$ cat src/rtl/time_set_ctrl.sv
// time_set_ctrl: set-button front end for clock/alarm time editing.
// Synchronises and debounces the raw set key, then turns press / hold /
// auto-repeat into single-step edits of the hour or minute field.
// A rising edge of en preloads the current time so editing starts from it.
// Optional build macro TIME_SET_DEC_EN adds a key_dec button that steps the
// selected field downward; pressing both keys together does nothing.
//
// state  | meaning
// -------+-----------------------------------------------------------
// IDLE   | waiting for a fresh debounced press (rising edge of kdb)
// PRESS  | key held after the first step, counting towards auto-repeat
// REPEAT | auto-repeat running, one step every REP_CYCLES
module time_set_ctrl #(
    parameter int unsigned DEB_CYCLES  = 1000000,
    parameter int unsigned HOLD_CYCLES = 25000000,
    parameter int unsigned REP_CYCLES  = 5000000,
    parameter int unsigned CNT_W       = 25
) (
    input  logic       clk,
    input  logic       clrn,
    input  logic       en,
    input  logic       h_m,
    input  logic       key_raw,
`ifdef TIME_SET_DEC_EN
    input  logic       key_dec,
`endif
    input  logic [7:0] cur_hour,
    input  logic [7:0] cur_min,
    input  logic [7:0] cur_sec,
    output logic [7:0] hour,
    output logic [7:0] min,
    output logic [7:0] sec,
    output logic       upd
);

`ifdef TIME_SET_DEC_EN
    localparam int NK = 2;
`else
    localparam int NK = 1;
`endif

    localparam logic [CNT_W-1:0] DEB_LAST  = CNT_W'(DEB_CYCLES - 1);
    localparam logic [CNT_W-1:0] HOLD_LAST = CNT_W'(HOLD_CYCLES - 1);
    localparam logic [CNT_W-1:0] REP_LAST  = CNT_W'(REP_CYCLES - 1);
    localparam logic [7:0]       HOUR_MAX  = 8'd23;
    localparam logic [7:0]       MIN_MAX   = 8'd59;

    typedef enum logic [1:0] {
        IDLE   = 2'd0,
        PRESS  = 2'd1,
        REPEAT = 2'd2
    } state_t;

    // Key 0 is the increment key; key 1 (when built) is the decrement key.
    logic [NK-1:0]    keys;
    logic [NK-1:0]    sync1;
    logic [NK-1:0]    ks;
    logic [NK-1:0]    kdb;
    logic [NK-1:0]    kdb_q;
    logic [CNT_W-1:0] deb_cnt [NK];

    state_t           state;
    logic             en_q;
    logic             dir;
    logic [CNT_W-1:0] hold_cnt;
    logic [CNT_W-1:0] rep_cnt;

    logic inc_lvl, inc_rise, dec_lvl, dec_rise;
    logic both, held_lvl, sel_dir;
    logic [7:0] nxt_hour, nxt_min, nxt_sec;

`ifdef TIME_SET_DEC_EN
    assign keys     = {key_dec, key_raw};
    assign dec_lvl  = kdb[1];
    assign dec_rise = kdb[1] & ~kdb_q[1];
`else
    assign keys     = key_raw;
    assign dec_lvl  = 1'b0;
    assign dec_rise = 1'b0;
`endif

    assign inc_lvl  = kdb[0];
    assign inc_rise = kdb[0] & ~kdb_q[0];
    assign both     = inc_lvl & dec_lvl;
    assign held_lvl = dir ? dec_lvl : inc_lvl;
    // In IDLE the direction comes from whichever key just rose; afterwards it is latched.
    assign sel_dir  = (state == IDLE) ? dec_rise : dir;

    function automatic logic [7:0] step_up(input logic [7:0] v, input logic [7:0] vmax);
        return (v >= vmax) ? 8'd0 : v + 8'd1;
    endfunction

    function automatic logic [7:0] step_dn(input logic [7:0] v, input logic [7:0] vmax);
        return (v == 8'd0 || v > vmax) ? vmax : v - 8'd1;
    endfunction

    // Two-flop synchroniser and per-key debounce: a level is accepted after DEB_CYCLES stable samples.
    always_ff @(posedge clk or negedge clrn) begin
        if (!clrn) begin
            sync1 <= '0;
            ks    <= '0;
            kdb   <= '0;
            kdb_q <= '0;
            for (int i = 0; i < NK; i++) deb_cnt[i] <= '0;
        end else begin
            sync1 <= keys;
            ks    <= sync1;
            kdb_q <= kdb;
            for (int i = 0; i < NK; i++) begin
                if (ks[i] == kdb[i]) begin
                    deb_cnt[i] <= '0;
                end else if (deb_cnt[i] == DEB_LAST) begin
                    kdb[i]     <= ks[i];
                    deb_cnt[i] <= '0;
                end else begin
                    deb_cnt[i] <= deb_cnt[i] + 1'b1;
                end
            end
        end
    end

    // Candidate values for one step of the currently selected field; minute steps clear seconds.
    always_comb begin
        nxt_hour = hour;
        nxt_min  = min;
        nxt_sec  = sec;
        if (h_m) begin
            nxt_hour = sel_dir ? step_dn(hour, HOUR_MAX) : step_up(hour, HOUR_MAX);
        end else begin
            nxt_min = sel_dir ? step_dn(min, MIN_MAX) : step_up(min, MIN_MAX);
            nxt_sec = 8'd0;
        end
    end

    // Press/hold/repeat sequencer with registered time outputs; preload on en rising wins over stepping.
    always_ff @(posedge clk or negedge clrn) begin
        if (!clrn) begin
            state    <= IDLE;
            en_q     <= 1'b0;
            dir      <= 1'b0;
            hold_cnt <= '0;
            rep_cnt  <= '0;
            hour     <= 8'd0;
            min      <= 8'd0;
            sec      <= 8'd0;
            upd      <= 1'b0;
        end else begin
            en_q <= en;
            upd  <= 1'b0;
            if (en && !en_q) begin
                hour     <= cur_hour;
                min      <= cur_min;
                sec      <= cur_sec;
                upd      <= 1'b1;
                state    <= IDLE;
                hold_cnt <= '0;
                rep_cnt  <= '0;
            end else if (!en) begin
                state    <= IDLE;
                hold_cnt <= '0;
                rep_cnt  <= '0;
            end else begin
                case (state)
                    IDLE: begin
                        if (!both && (inc_rise || dec_rise)) begin
                            hour     <= nxt_hour;
                            min      <= nxt_min;
                            sec      <= nxt_sec;
                            upd      <= 1'b1;
                            dir      <= dec_rise;
                            hold_cnt <= '0;
                            state    <= PRESS;
                        end
                    end
                    PRESS: begin
                        if (both || !held_lvl) begin
                            hold_cnt <= '0;
                            state    <= IDLE;
                        end else if (hold_cnt == HOLD_LAST) begin
                            hour     <= nxt_hour;
                            min      <= nxt_min;
                            sec      <= nxt_sec;
                            upd      <= 1'b1;
                            hold_cnt <= '0;
                            rep_cnt  <= '0;
                            state    <= REPEAT;
                        end else begin
                            hold_cnt <= hold_cnt + 1'b1;
                        end
                    end
                    REPEAT: begin
                        if (both || !held_lvl) begin
                            rep_cnt <= '0;
                            state   <= IDLE;
                        end else if (rep_cnt == REP_LAST) begin
                            hour    <= nxt_hour;
                            min     <= nxt_min;
                            sec     <= nxt_sec;
                            upd     <= 1'b1;
                            rep_cnt <= '0;
                        end else begin
                            rep_cnt <= rep_cnt + 1'b1;
                        end
                    end
                    default: state <= IDLE;
                endcase
            end
        end
    end

endmodule

$ cat config.mk
export PLATFORM = sky130hd
export DESIGN_NAME = time_set_ctrl
export DESIGN_NICKNAME = d
export VERILOG_FILES = /design/src/rtl/time_set_ctrl.sv
export SDC_FILE = /design/constraint.sdc
export NUM_CORES = 1
export LEC_CHECK = 0
export ABC_AREA = 1
export ABC_CLOCK_PERIOD_IN_PS = 1900
export BUFFER_PORTS_ARGS = -buffer_cell sky130_fd_sc_hd__buf_4
export CAP_MARGIN = 20
export CORE_AREA = 2 2 77 152
export CTS_BUF_LIST = sky130_fd_sc_hd__clkbuf_8
export DETAILED_ROUTE_END_ITERATION = 7
export DIE_AREA = 0 0 79 154
export PLACE_DENSITY = 0.81
export SLEW_MARGIN = 10
export SYNTH_ARGS = -nofsm -noshare
export SYNTH_HDL_FRONTEND = slang
export SYNTH_SLANG_ARGS = --single-unit
$ cat constraint.sdc
create_clock -name clk -period 1.9 [get_ports clk]
set_input_delay 0 -clock clk [delete_from_list [all_inputs] [get_ports clk]]
set_output_delay 0 -clock clk [all_outputs]
set_load 0.01 [all_outputs]
# --- Word level (Yosys, flattened, before mapping) ---
# Index checks and enable logic that the tools add are counted.
word_totals:
  reg_bits: 107
  in_bits: 29
  wordCells: 110
classes:
  n_bitwise: 3
  n_reduce_logical: 10
  eq_ne: 18
  magnitude_cmp: 2
  muxes: 59
  addsub: 5
op_table:
  columns: ["operator", "count"]
  rows:
  - ["$mux W25", 13]
  - ["$mux W8", 26]
  - ["$pmux W25 S2", 2]
  - ["$add A25 B1 Y25 const B", 3]
  - ["$pmux W8 S3", 3]
  - ["$eq A25 B20 Y1 const B", 1]
  - ["$eq A25 B23 Y1 const B", 1]
  - ["$eq A25 B25 Y1 const B", 1]
  - ["$add A8 B1 Y8 const B", 2]
  - ["$mux W2", 6]
  - ["$ne A3 B3 Y1 const B", 4]
  - ["$ne A4 B4 Y1 const B", 3]
  - ["$ge A8 B5 Y1 const B", 1]
  - ["$ge A8 B6 Y1 const B", 1]
  - ["$ne A4 B1 Y1 const B", 2]
  - ["$mux W1", 7]
  - ["$reduce_and A7 Y1", 1]
  - ["$pmux W2 S3", 1]
  - ["$reduce_and A3 Y1", 2]
  - ["$ne A5 B5 Y1 const B", 1]
  - ["$ne A4 B3 Y1 const B", 1]
  - ["$reduce_and A2 Y1", 2]
  - ["$reduce_bool A4 Y1", 1]
  - ["$ne A3 B2 Y1 const B", 1]
  - ["10 further kinds", 11]

# --- Depth between registers and ports, before layout ---
# Gate-level depths: netlist (run 1).
depth:
  ltp_word: 8
  mapped_depth: 13
  mapped_depth_nobuf: 13

# --- Least setup slack after synthesis (run 1) ---
# No wires, ideal clock.
synth_timing:
  kind: "register to register"
  startpoint: "register state[1]"
  endpoint: "register min[6]"
  synth_period_minus_slack_ns: 1.749
  path_stages_with_launch: 12
  path_buffers: 1
  slack_ns: 0.151
  arrival_time_ns: 1.634
  required_time_ns: 1.785
  cell_sequence: "dfrtp_1 inv_1 ha_1 nand2_1 nand2_1 a21oi_2 nand2_1 o21ai_4 nand3_4 buf_8 nand2_4 nand2_2"
synth_between:
  elab_chain_len: 4
  elab_cells_between_ends: 13
  classes_between: "eq/ne (7); mux (3); reduce/logical (3)"
synth_rtl:
  columns: ["item", "line", "text"]
  rows:
  - ["from (decl)", "62", "state_t state;"]
  - ["from (signal assigned)", "138", "state <= IDLE;"]
  - ["from (signal assigned)", "155", "state <= IDLE;"]
  - ["from (signal assigned)", "159", "state <= IDLE;"]
  - ["$eq A2 B2 Y1, or another cell as far along", "163", "case (state)"]
  - ["$pmux W8 S3", "163", null]
  - ["$mux W8", "158", "end else if (!en) begin"]
  - ["$mux W8", "150", "if (en && !en_q) begin"]
  - ["to (signal assigned)", "152", "min <= cur_min;"]
  - ["to (signal assigned)", "167", "min <= nxt_min;"]
  - ["to (signal assigned)", "181", "min <= nxt_min;"]
  - ["to (decl)", "31", "output logic [7:0] min,"]
# Several ways; a longest one is shown, not always the timed one. The select of a mux whose other input is x is not followed.
# A chain may end at the register's enable or synchronous reset.

# --- Worst setup path in the final report (run 1) ---
layout_timing:
  startpoint: "register rep_cnt[5]"
  endpoint: "register rep_cnt[20]"
layout_between:
  elab_chain_len: 6
  elab_cells_between_ends: 7
  classes_between: "add/sub (1); eq/ne (1); mux (5)"
layout_rtl:
  columns: ["item", "line", "text"]
  rows:
  - ["from (decl)", "66", "logic [CNT_W-1:0] rep_cnt;"]
  - ["from (signal assigned)", "202", "rep_cnt <= rep_cnt + 1'b1;"]
  - ["$add A25 B1 Y25 or $eq A25 B23 Y1 (tied branches)", "202, 195", null]
  - ["$mux W25 *", "195", "end else if (rep_cnt == REP_LAST) begin"]
  - ["$mux W25 *", "192", "if (both || !held_lvl) begin"]
  - ["$pmux W25 S2 *", "163", null]
  - ["$mux W25 *", "158", null]
  - ["$mux W25 *", "150", null]
# Mark *: on every way between the ends. The rest lies on a longest branch, timed or not.

==> results of run 1 <==
[power groups by stage]
| stage | sequential (mW) | clock, mW | combinational [mW] |
|---|---|---|---|
| after detailed placement | 2.57 | 0 | 0.804 |
| after CTS | 2.52 | 1.56 | 0.842 |
| after global routing | 2.55 | 1.65 | 0.946 |
| final | 2.53 | 1.53 | 0.855 |
| after floorplan | 2.59 | 0 | 0.373 |
| after global placement | 2.57 | 0 | 0.781 |
[routing by layer]
layer	vias up	GRT usage, %	wire length, um
met4	0	14.5	711
li1	3228	-	-
met1	3053	32.2	6590
met3	58	4.40	729
met2	233	58.2	10200
met5	-	0	0
[per-stage QoR]
stage,util [%],instances,instance area [um2]
after global routing,73.5,1191,8040
after global placement,68.3,1150,7470
after floorplan,-,941,6720
final,73.5,1191,8040
after CTS,72.3,1188,7910
after detailed placement,68.3,1150,7470
[logic make-up (layout without fill, tap and decap cells)]
group | Yosys count | count (layout) | share of synthesized area (%)
AND/OR/NAND/NOR | 606 | 607 | 41.2
buffers and inverters | 127 | 236 | 7.80
XOR/XNOR | 34 | 34 | 4.43
flip-flops | 107 | 107 | 39.9
AO/OA/AOI/OAI | 58 | 58 | 4.99
adder cells (fa/ha/maj) | 9 | 9 | 1.68
[path summary, 6_finish.rpt]
| path | end | slack (ns) | cells past startpoint |
|---|---|---|---|
| max in group asynchronous | min[3] | 1.22 | 3 |
| min reg2reg | ks | 0.38 | 0 |
| min | hour[4] | 0.008 | 5 |
| min in group asynchronous | hold_cnt[23] | 0.08 | 2 |
| max reg2reg | rep_cnt[20] | 0.09 | 8 |
| max | rep_cnt[20] | 0.09 | 8 |
[sequential cells by signal, summed over array words and instances, names as in the netlist]
register,flops
deb_cnt,25
hold_cnt,25
rep_cnt,25
hour,8
min,8
sec,8
state,2
en_q,1
inc_lvl,1
kdb_q,1
ks,1
sync1,1
upd,1
[layout by cell type (no fill, tap or decap), drive strengths merged, types with 8 or more instances in the layout]
cell         Yosys  layout
clkbuf           6       9
dlygate4sd3      0      22
nand2          290     290
a21oi           15      15
nor3            32      32
buf             13      90
o21ai           36      36
dfrtp          107     107
nand3           89      89
nor4             8       8
xor2            25      25
xnor2            9       9
ha               9       9
nand4           38      38
inv            107     110
nor2           140     141
[cell type report]
type	count	share of cell area, %
Inverter	108	5.07
Clock inverter	7	1.18
Timing Repair Buffer	112	11.7
Tap cell	140	2.18
Clock buffer	9	1.54
Multi-Input combinational cell	708	45.1
Sequential cell	107	33.3
[tightest hold or removal path: stages]
cell	delay, ns
buf_4	0.07
nand2_1	0.04
o21ai_0	0.09
nand4_1	0.10
nand2_1	0.07
[repair_timing]
item | CTS | global route
resized for setup | 0 | 25
buffers inserted | 0 | 2
hold buffers | 22 | 0
hold endpoints to repair | 131 | 0
endpoints found under the setup margin | 0 | 59
==> qor.txt, run 1 <==
status: completed
GRT Total Usage: 30.8%
Hold Crit Class: input port to flip-flop
Sw Ratio: 30.3%
synthesized area: 0.00672 mm2
drt pass-1 iters: 5
count of pins over their slew limit: 0
dominant synthesized flop cell: dfrtp_1
yosys warns: 0
Detailed Place HPWL: 13400 um
most frequent cell on the critical path: nand2_1
Max Clk Rate: 551 MHz
CP required: 2.18 ns
Final WS setup: 0.0859 ns
#FFs+latches synth: 107
Vias: 6572
synthesis-to-finish area growth: 19.7%
Yosys top cell area share: 39.9%
final wirelength: 18200 um
Residual DRC: 0
clk buf depth: 2
Die H: 154 um
Worst-Skew Late Latency: 0.39 ns
endpoints failing setup: 0
clock power share: 31.1%
Synth area leaders: dfrtp_1 40%, nand2_1 15%, nor2_1 7.5%
Post-synth ARST share: 100%
Design Power: 4.92 mW
drt via density: 5.52
Syn Inst Count: 941
wire length of the first global-routing pass: 29800 um
Diodes inserted: 0
max-cap violations: 0
initial antenna violation count: 0
Power Dens Cells: 611 mW/mm2
Place WS: 0.0521 ns
Seq. cell area: 0.00268 mm2
syn_area_per_cell: 7.14 um2
Post-synth EDFFs: 0
Setup TNS Final: 0 ns
clk slew on worst S/H paths: 0.11 ns
global placement routability congestion: 0.989
CTS root buf: clkbuf_8
I/O pin count: 54
HP Start: cur_hour[4]
DR WL/cell: 15.3 um
Worst Skew: 0.0161 ns
Hold WS: 0.00824 ns
CP Max Fanout: 6
Commonest cells post-synth: 261 x nand2_1, 134 x nor2_1, 107 x dfrtp_1
period utilisation layout: 95.5%
Critical Path Start: rep_cnt[5]
CTS sink cnt: 107
IO Port Bufs: 53
final net count: 1084
worst r2r src: rep_cnt[5]
crit path launch type: flip-flop
cell family with most CP delay: simple AND/OR/NAND/NOR gates
CP bufs+invs: 0
post-synth net total: 979
Max VDD drop: 608 uV
Worst EP arrival: 2.10 ns
total die area: 0.0122 mm2
Comb pwr share: 17.4%
fillcell total: 907
WS Path Type: flip-flop to flip-flop
H-tree levels: 3
largest net degree at the start of global routing: 43
initial DRC count: 472
multi-input combinational cell area: 0.00362 mm2
cell with the most instances after synthesis: nand2_1
Final Hold Vio Count: 0
Remaining Overflow, GRT: 0
CP Capture Type: flip-flop
initial core utilization: 61.4%
Pleak: 3.75 nW
core area: 0.0109 mm2
row count: 54
Num CTS Buffers: 9
CP max-delay cell: dfrtp_1
Max-Slew Margin vs Limit: 69.4%
library cells used by synthesis: 40
fin crit period: 1.81 ns
CP cell instances: nand2_1 > nor2_1 > nand2_1 > nor2_1 > nand4_1 > xor2_1 > nand2_1 > o21ai_0
cell taking the most area after synthesis: dfrtp_1
TritonCTS clock tree: built
power share of the sequential group: 51.5%
Die Width: 79 um
critical path's largest stage delay: 0.51 ns
Internal Power: 3.42 mW
layout cell share with drive strength beyond 1: 16.6%
number of global-route vias before repair: 6614
sequential area share after synthesis: 39.9%
P_sw: 1.49 mW
Tightest Pin Transition: 0.455 ns
ANT nets after route: 0
(Power assumes the default switching activity.)
==> run 2, diff against run 1 <==
Settings changed: ABC_CLOCK_PERIOD_IN_PS 1900 to 2310, CORE_AREA 2 2 77 152 to 2 2 74 147, DIE_AREA 0 0 79 154 to 0 0 76 149, PLACE_DENSITY 0.81 to 0.86.
Clock period 1.9 ns to 2.31 ns, I/O delays scaled along.
==> qor.txt, run 2 (synthesis gave the netlist of run 1 again) <==
status: completed
DP Area: 0.00727 mm2 (-2.8%)
count of pins over their slew limit: 0 (unchanged)
Die H: 149 um (-3.2%)
global placement routability congestion: 0.951 (-3.9%)
fin crit period: 2.24 ns (+0.426 ns)
final net count: 1061 (-2.1%)
Hold Crit Class: input port to flip-flop
Tightest Pin Transition: 0.478 ns (+0.0224 ns)
CTS sink cnt: 107 (unchanged)
GRT Total Usage: 31.4% (+0.67 points)
Setup TNS Final: 0 ns (unchanged)
Detailed Place HPWL: 12100 um (-9.6%)
initial DRC count: 513 (+8.7%)
ANT nets after route: 0 (unchanged)
period utilisation layout: 97.0% (+1.5 points)
top flop regs: deb_cnt x25, hold_cnt x25, rep_cnt x25
Worst-Skew Late Latency: 0.38 ns (about the same)
Hold WS: 0.0197 ns (+0.0114 ns)
final wirelength: 17400 um (-4.4%)
Worst Skew: 0.0110 ns (-0.00513 ns)
Remaining Overflow, GRT: 0 (unchanged)
largest net degree at the start of global routing: 50 (+16%)
row count: 53 (-1.9%)
CP required: 2.63 ns (+0.45 ns)
Die Width: 76 um (-3.8%)
CTS root buf: clkbuf_8
TritonCTS clock tree: built
Worst EP arrival: 2.56 ns (+0.46 ns)
IO Port Bufs: 53 (unchanged)
HP Start: cur_hour[4]
H-tree levels: 3 (unchanged)
I/O pin count: 54 (unchanged)
clk slew on worst S/H paths: 0.10 ns (about the same)
drt via density: 5.62 (+1.9%)
max-cap violations: 0 (unchanged)
core area: 0.0103 mm2 (-6.1%)
Vias: 6547 (-0.38%)
Final Hold Vio Count: 0 (unchanged)
DR WL/cell: 15.0 um (-2.2%)
WS Path Type: flip-flop to flip-flop
Diodes inserted: 0 (unchanged)
Pleak: 3.59 nW (-4.3%)
Final Instance Area: 0.00772 mm2 (-3.9%)
layout cell share with drive strength beyond 1: 13.3% (-3.2 points)
Num CTS Buffers: 9 (unchanged)
endpoints failing setup: 0 (unchanged)
total die area: 0.0113 mm2 (-6.9%)
wire length of the first global-routing pass: 28800 um (-3.2%)
most frequent cells in the layout: 260 x nand2_1, 134 x nor2_1, 107 x dfrtp_1
crit path launch type: flip-flop
worst r2r src: rep_cnt[1]
Max Clk Rate: 446 MHz (-19%)
Critical Path Start: rep_cnt[1]
drt pass-1 iters: 5 (unchanged)
initial antenna violation count: 0 (unchanged)
Seq. cell area: 0.00268 mm2 (about the same)
most common cell after layout, fill and taps aside: nand2_1
CP Max Fanout: 12 (+6)
Max-Slew Margin vs Limit: 67.9% (-1.5 points)
initial core utilization: 65.4% (+4.0 points)
Power Dens Cells: 506 mW/mm2 (-17%)
Max VDD drop: 470 uV (-23%)
fillcell total: 780 (-14%)
CP Capture Type: flip-flop
Design Power: 3.91 mW (-20%)
multi-input combinational cell area: 0.00353 mm2 (-2.6%)
clk buf depth: 2 (unchanged)
number of global-route vias before repair: 6276 (-5.1%)
synthesis-to-finish area growth: 15.0%
Residual DRC: 0 (unchanged)
==> run 2: worst paths after layout <==
| check | to | slack [ns] | cells after the start |
|---|---|---|---|
| worst max-delay path | min[3] | 0.07 | 11 |
| worst min-delay path | hour[4] | 0.02 | 5 |
| worst max register to register | min[3] | 0.07 | 11 |
| worst min register to register | ks | 0.37 | 0 |
| max in group asynchronous | hold_cnt[10] | 1.49 | 3 |
| min in group asynchronous | deb_cnt[23] | 0.04 | 2 |
==> run 2: layer usage <==
metal  track usage, %  up-vias  share of wire [%]  wire [um]
li1                 -     3196                  -          -
met1             39.7     2988                 41       7180
met2             52.9      296                 49       8610
met3             5.51       67                6.0       1050
met4             14.5        0                3.4        590
met5                0        -                  0          0
==> run 2: final cells by class <==
type	instances	share of cell area, %
clock buffers	10	1.78
flip-flops and latches	107	34.7
multi-input cells	707	45.7
inverters	108	5.28
repair buffers	90	9.67
clock inverters	5	0.713
well taps	137	2.22
==> run 2: what timing repair did <==
item                       4_1_cts  5_1_grt
setup endpoints to repair        0        3
buffers inserted                 0        4
resized for setup                0        6
hold endpoints to repair       132        0
hold buffers                    22        0
==> run 2: critical path, stage by stage (launching register included) <==
cell           delay, ns
dfrtp_1             0.39
ha_2                0.22
nand2_2             0.09
nor2_4              0.13
nand3_1             0.07
nor2_1              0.10
nand2_1             0.11
nand3_2             0.13
buf_6               0.16
nand4_1             0.12
dlygate4sd3_1       0.58
nand2_1             0.08
==> run 2: where the power goes <==
part	switching, mW	internal (mW)
clock	0.643	0.522
combinational	0.375	0.287
sequential	0.122	1.96
==> run 2: stage by stage <==
step | cells | setup slack [ns] | utilization [%]
after floorplan | 941 | 0.561 | -
after global placement | 1123 | 0.358 | 70.7
after detailed placement | 1123 | 0.253 | 70.7
after CTS | 1160 | 0.0506 | 74.7
after global routing | 1164 | -0.0296 | 75.2
final | 1164 | 0.0703 | 75.2
